[src/rtl/spi_reg_ctrl.sv]
// Frame-level command controller for the SPI slave engine: decodes command/data
// frames into register-bank writes and reads, and supplies the next transmit byte.
module spi_reg_ctrl #(
  parameter int unsigned NREGS       = 8,
  parameter logic [7:0]  STATUS_BYTE = 8'h10
) (
  input  logic                 clk,
  input  logic                 rst,
  input  logic                 ss,
  input  logic                 byte_done,
  input  logic [7:0]           rx_byte,
  output logic [7:0]           tx_byte,
  output logic [NREGS*8-1:0]   regs,
  output logic                 wr_strobe,
  output logic [3:0]           wr_addr,
  output logic                 busy,
  output logic [7:0]           err_count
);

  localparam int unsigned AW = 4;
  localparam int unsigned DW = 8;
  localparam int unsigned GW = 2;

  localparam logic [1:0] S_IDLE  = 2'd0;
  localparam logic [1:0] S_CMD   = 2'd1;
  localparam logic [1:0] S_WDATA = 2'd2;
  localparam logic [1:0] S_RDATA = 2'd3;

  logic          ss_meta_q, ss_meta_d;
  logic          ss_s_q, ss_s_d;
  logic          ss_s_dly_q, ss_s_dly_d;
  logic [GW-1:0] guard_q, guard_d;

  logic [1:0]    state_q, state_d;
  logic [AW-1:0] addr_q, addr_d;
  logic [DW-1:0] tx_byte_q, tx_byte_d;
  logic          wr_strobe_q, wr_strobe_d;
  logic [AW-1:0] wr_addr_q, wr_addr_d;
  logic          busy_q, busy_d;
  logic [DW-1:0] err_count_q, err_count_d;
  logic [DW-1:0] reg_q [NREGS];
  logic [DW-1:0] reg_d [NREGS];

  logic frame_start_c;
  logic frame_end_c;
  logic err_inc_c;

  function automatic logic is_mapped(input logic [AW-1:0] a);
    return {1'b0, a} < (AW+1)'(NREGS);
  endfunction

  function automatic logic [DW-1:0] read_reg(input logic [AW-1:0] a);
    logic [DW-1:0] v;
    v = '0;
    for (int unsigned i = 0; i < NREGS; i++) begin
      if (a == AW'(i)) v = reg_q[i];
    end
    return v;
  endfunction

  // Synchronizer plus a post-reset guard: the synchronizer resets high, so a
  // pad already low at release would otherwise look like a frame start.
  always_comb begin
    ss_meta_d     = ss;
    ss_s_d        = ss_meta_q;
    ss_s_dly_d    = ss_s_q;
    guard_d       = (guard_q == GW'(3)) ? guard_q : guard_q + GW'(1);
    frame_start_c = (guard_q == GW'(3)) && ss_s_dly_q && !ss_s_q;
    frame_end_c   = !ss_s_dly_q && ss_s_q;
  end

  // Frame decode, register update and transmit byte selection.
  always_comb begin
    state_d     = state_q;
    addr_d      = addr_q;
    tx_byte_d   = tx_byte_q;
    wr_strobe_d = 1'b0;
    wr_addr_d   = wr_addr_q;
    err_inc_c   = 1'b0;
    for (int unsigned i = 0; i < NREGS; i++) reg_d[i] = reg_q[i];

    case (state_q)
      S_IDLE: begin
        if (frame_start_c) begin
          state_d   = S_CMD;
          tx_byte_d = STATUS_BYTE;
        end
      end
      S_CMD: begin
        if (byte_done) begin
          addr_d = rx_byte[AW-1:0];
          if (rx_byte[7]) begin
            state_d = S_WDATA;
          end else begin
            state_d   = S_RDATA;
            tx_byte_d = read_reg(rx_byte[AW-1:0]);
          end
        end else if (frame_end_c) begin
          err_inc_c = 1'b1;
        end
      end
      S_WDATA: begin
        if (byte_done) begin
          if (is_mapped(addr_q)) begin
            for (int unsigned i = 0; i < NREGS; i++) begin
              if (addr_q == AW'(i)) reg_d[i] = rx_byte;
            end
            wr_strobe_d = 1'b1;
            wr_addr_d   = addr_q;
          end else begin
            err_inc_c = 1'b1;
          end
          addr_d = addr_q + AW'(1);
        end
      end
      S_RDATA: begin
        if (byte_done) begin
          // The byte just shifted out came from addr_q.
          if (!is_mapped(addr_q)) err_inc_c = 1'b1;
          addr_d    = addr_q + AW'(1);
          tx_byte_d = read_reg(addr_q + AW'(1));
        end
      end
      default: state_d = S_IDLE;
    endcase

    // A byte completing in the same cycle as frame end is processed above first.
    if ((state_q != S_IDLE) && frame_end_c) begin
      state_d   = S_IDLE;
      tx_byte_d = STATUS_BYTE;
    end

    err_count_d = (err_inc_c && (err_count_q != 8'hFF)) ? err_count_q + DW'(1) : err_count_q;
    busy_d      = (state_d != S_IDLE);
  end

  always_ff @(posedge clk or posedge rst) begin
    if (rst) begin
      ss_meta_q   <= 1'b1;
      ss_s_q      <= 1'b1;
      ss_s_dly_q  <= 1'b1;
      guard_q     <= '0;
      state_q     <= S_IDLE;
      addr_q      <= '0;
      tx_byte_q   <= STATUS_BYTE;
      wr_strobe_q <= 1'b0;
      wr_addr_q   <= '0;
      busy_q      <= 1'b0;
      err_count_q <= '0;
      for (int unsigned i = 0; i < NREGS; i++) reg_q[i] <= '0;
    end else begin
      ss_meta_q   <= ss_meta_d;
      ss_s_q      <= ss_s_d;
      ss_s_dly_q  <= ss_s_dly_d;
      guard_q     <= guard_d;
      state_q     <= state_d;
      addr_q      <= addr_d;
      tx_byte_q   <= tx_byte_d;
      wr_strobe_q <= wr_strobe_d;
      wr_addr_q   <= wr_addr_d;
      busy_q      <= busy_d;
      err_count_q <= err_count_d;
      for (int unsigned i = 0; i < NREGS; i++) reg_q[i] <= reg_d[i];
    end
  end

  for (genvar g = 0; g < int'(NREGS); g++) begin : g_regs
    assign regs[g*8 +: 8] = reg_q[g];
  end

  assign tx_byte   = tx_byte_q;
  assign wr_strobe = wr_strobe_q;
  assign wr_addr   = wr_addr_q;
  assign busy      = busy_q;
  assign err_count = err_count_q;

endmodule

[config.mk]
export PLATFORM = sky130hd
export DESIGN_NAME = spi_reg_ctrl
export DESIGN_NICKNAME = d
export VERILOG_FILES = /design/src/rtl/spi_reg_ctrl.sv
export SDC_FILE = /design/constraint.sdc
export NUM_CORES = 1
export LEC_CHECK = 0
export ABC_CLOCK_PERIOD_IN_PS = 3600
export BUFFER_PORTS_ARGS = -buffer_cell sky130_fd_sc_hd__buf_2
export CAP_MARGIN = 30
export CORE_ASPECT_RATIO = 1.1
export CORE_MARGIN = 3
export CORE_UTILIZATION = 45
export CTS_CLUSTER_SIZE = 40
export DETAILED_ROUTE_END_ITERATION = 8
export GPL_TIMING_DRIVEN = 0
export HOLD_SLACK_MARGIN = 0.12
export PLACE_DENSITY = 0.75
export SYNTH_ARGS = -nofsm -noshare
export SYNTH_HDL_FRONTEND = slang
export SYNTH_SLANG_ARGS = --single-unit
export TNS_END_PERCENT = 5
[constraint.sdc]
create_clock -name clk -period 3.6 [get_ports clk]
set_clock_uncertainty 0.1 [all_clocks]
set_input_delay 0.18 -clock clk [delete_from_list [all_inputs] [get_ports clk]]
set_output_delay 0.18 -clock clk [all_outputs]
set_load 0.005 [all_outputs]
==> flow_summary.toml <==
[clock_tree]
cts-root-buf = "clkbuf_16"
cts_tree = "yes"
cts_inserted_buffers = 9
cts_buffer_depth = 2
clock-sinks = 97
clk_pin_slew_ns = 0.07
clk_latency_ns = 0.35
h-tree-depth = 3

[drt]
num_vias = 4874
drtIter0Drc = 551
wl_per_cell_microns = 20.45
drt-pass1-iter-count = 8
avgViaCountPerCell = 6.085
drc_errors = 0
drt_wl_total_mm = 16.38
antenna_left = 0

[floorplan]
die_x_microns = 109.9
dieArea_sq_um = 13210
design.core.area_sq_um = 11540
die_h_microns = 120.3
boundaryPins = 98
initial_utilization_pct = 46.27
rows = 41

[critical_path]
worstPathMaxFanout = 10
reg2reg_depth = 6
required_ns = 3.73
startpoint_type = "register"
crit_type = "reg -> reg"
worst_setup_path_end_kind = "register"
crit_arrival_ns = 2.87

[grt]
grt_max_degree = 76
grt_pass1_wl_mm = 24.97
antenna_found_initial = 0
grt_pass1_vias = 4657
grt_overflow = 0
track_usage_pct = 24.79

[placed_design]
gp_congestion = 0.9726
port_buffers = 94
place_hpwl_mm = 11.58
dp_slack_ns = 0.9805
place_area_sq_um = 6028
place_inst = 778

[layout]
multiInputGateArea_sq_um = 2659
final_common_cell = "buf_2"
area_delta_synth_final_pct = 19.94
antennaDiodeCount = 0
most-common-layout-cells = "buf_2 (107), dfrtp_1 (93), nand2_1 (72), a21oi_1 (57), mux2_2 (47)"
finalInstanceArea_sq_um = 6405
nFillCells = 1038
stdcell_count = 801
layout-drive-gt1-share_pct = 31.34
seq_area_sq_um = 2432
nets = 668

[synthesis]
syn_area_sq_um = 5340
synthAdderAreaFrac_pct = 2.343
synth_edf_count = 0
syn_inst = 533
synth_xor_area_share_pct = 1.312
ys_async_sr_fraction_pct = 100.0
synthMuxAreaShare_pct = 15.30
synth_compound_area_share_pct = 17.08
syn-num-nets = 555
synth_simple_gate_area_share_pct = 13.75
syn_area_per_cell_sq_um = 10.02
synth.distinct_cells = 62
synthFlopType = "dfrtp_1"
synth_top_family_by_area = "compound AO/OA/AOI/OAI gates"
yosysWarningCount = 0
synth_seq_cells = 97
ys_seq_area_share_pct = 45.55

[timing]
setup-violations-final = 0
max_clock_freq_mhz = 364.5
hold_violations = 0
period_share_pct = 76.21
worst_slack_ns = 0.8565
rsz0062_at_grt = "false"
slew_viol_final = 0
relSlewSlack_pct = 23.60
tightest_slew_ns = 1.114
fin_crit_ns = 2.744
tns_ns = 0

[pwr]
p_leak_uw = 0.003112
powerDensity_nw_per_um2 = 741.0
peakVddDrop_uv = 344.6

[flow_run]
timing.max_cap.violations = 0

[run_status]
status = "completed"

[worst_hold_path]
hp-class = "in -> async"
-- synthesized netlist by cell type (all sizes together) (4+ instances only) --
library cell,number,area share [%]
dfrtp,93,44
nand2,73,5.2
a21oi,57,5.3
mux2,53,12
o21ai,39,3.7
buf,20,2.3
nor2,20,1.5
inv,19,1.3
clkbuf,14,0.98
nor3,13,1.2
nand3,12,1.1
ha,10,2.3
a221oi,9,1.6
a22oi,8,1.1
a21o,6,0.84
a31oi,6,0.70
mux4,6,2.5
nand3b,6,1.1
xnor2,6,0.98
mux2i,5,1.2
or2,5,0.59
dfstp,4,2.0
nand2b,4,0.61
-- sequential cells by signal, indices dropped and copies added (netlist names) --
register	cells
regs	64
err_count	8
tx_byte	8
addr_q	4
wr_addr	4
guard_q	2
state_q	2
busy	1
ss_meta_q	1
ss_s_dly_d	1
ss_s_dly_q	1
wr_strobe	1
-- metrics by stage --
| stage | power (uW) | util, % | hold slack (ns) |
|---|---|---|---|
| floorplan | 2941 | - | 0.08448 |
| detailed placement | 3709 | 52.23 | 0.06568 |
| global placement | 3618 | 51.97 | 0.1945 |
| finish | 4746 | 55.49 | 0.2320 |
| CTS | 4712 | 55.49 | 0.2389 |
| global route | 5014 | 55.49 | 0.2637 |
-- where the power goes --
part           switching (uW)  internal, uW  leakage (uW)
registers                 406          1430       0.00128
clock network             434           563      0.000146
logic                    1060           851       0.00168
total                    1900          2850       0.00311
-- repair_timing --
action,4_1_cts,5_1_grt
endpoints found under the hold margin,130,0
buffers inserted,0,0
gates resized for setup,0,0
setup endpoints to repair,0,0
hold buffers,7,0
-- worst paths after layout --
path | startpoint | to | slack [ns]
max | addr_q[0]$_DFFE_PP0P_ | tx_byte[3]$_DFFE_PP0P_ | 0.86
min | rst | err_count[5]$_DFFE_PP0P_ | 0.23
max reg2reg | addr_q[0]$_DFFE_PP0P_ | tx_byte[3]$_DFFE_PP0P_ | 0.86
min reg2reg | ss_meta_q$_DFF_PP1_ | ss_s_dly_d$_DFF_PP1_ | 0.26
max in group asynchronous | rst | tx_byte[4]$_DFFE_PP1P_ | 2.46
min in group clk | ss_meta_q$_DFF_PP1_ | ss_s_dly_d$_DFF_PP1_ | 0.26
-- kinds of logic after synthesis --
| kind of cell | Yosys count |
|---|---|
| AO/OA/AOI/OAI | 150 |
| flip-flops | 97 |
| AND/OR/NAND/NOR | 150 |
| multiplexers | 64 |
| XOR/XNOR | 8 |
| buffers and inverters | 54 |
| adder cells (fa/ha/maj) | 10 |
-- per-layer routing --
layer / up-vias / part of all wire (%) / global-route usage [%]
met5: - / 0 / 0
met2: 329 / 47 / 38.32
met1: 2337 / 40 / 33.83
li1: 2158 / - / -
met4: 0 / 3.0 / 10.21
met3: 50 / 9.6 / 5.072
-- final cells by class --
| type | instances | area share (%) |
|---|---|---|
| Clock buffer | 11 | 3.790 |
| Timing Repair Buffer | 102 | 8.869 |
| Inverter | 20 | 1.211 |
| Multi-Input combinational cell | 382 | 41.51 |
| Tap cell | 150 | 2.930 |
| Sequential cell | 97 | 37.98 |
| Buffer | 34 | 2.715 |
| Clock inverter | 5 | 0.9963 |
-- critical path: stages (launching register included) --
cell and delay (ns):
dfrtp_1 0.53, ha_1 0.20, clkbuf_1 0.32, mux2i_1 0.96
nor2_1 0.26, nand3_1 0.17, nand3_1 0.08
Note: power is estimated with default switching activity, not from simulation.
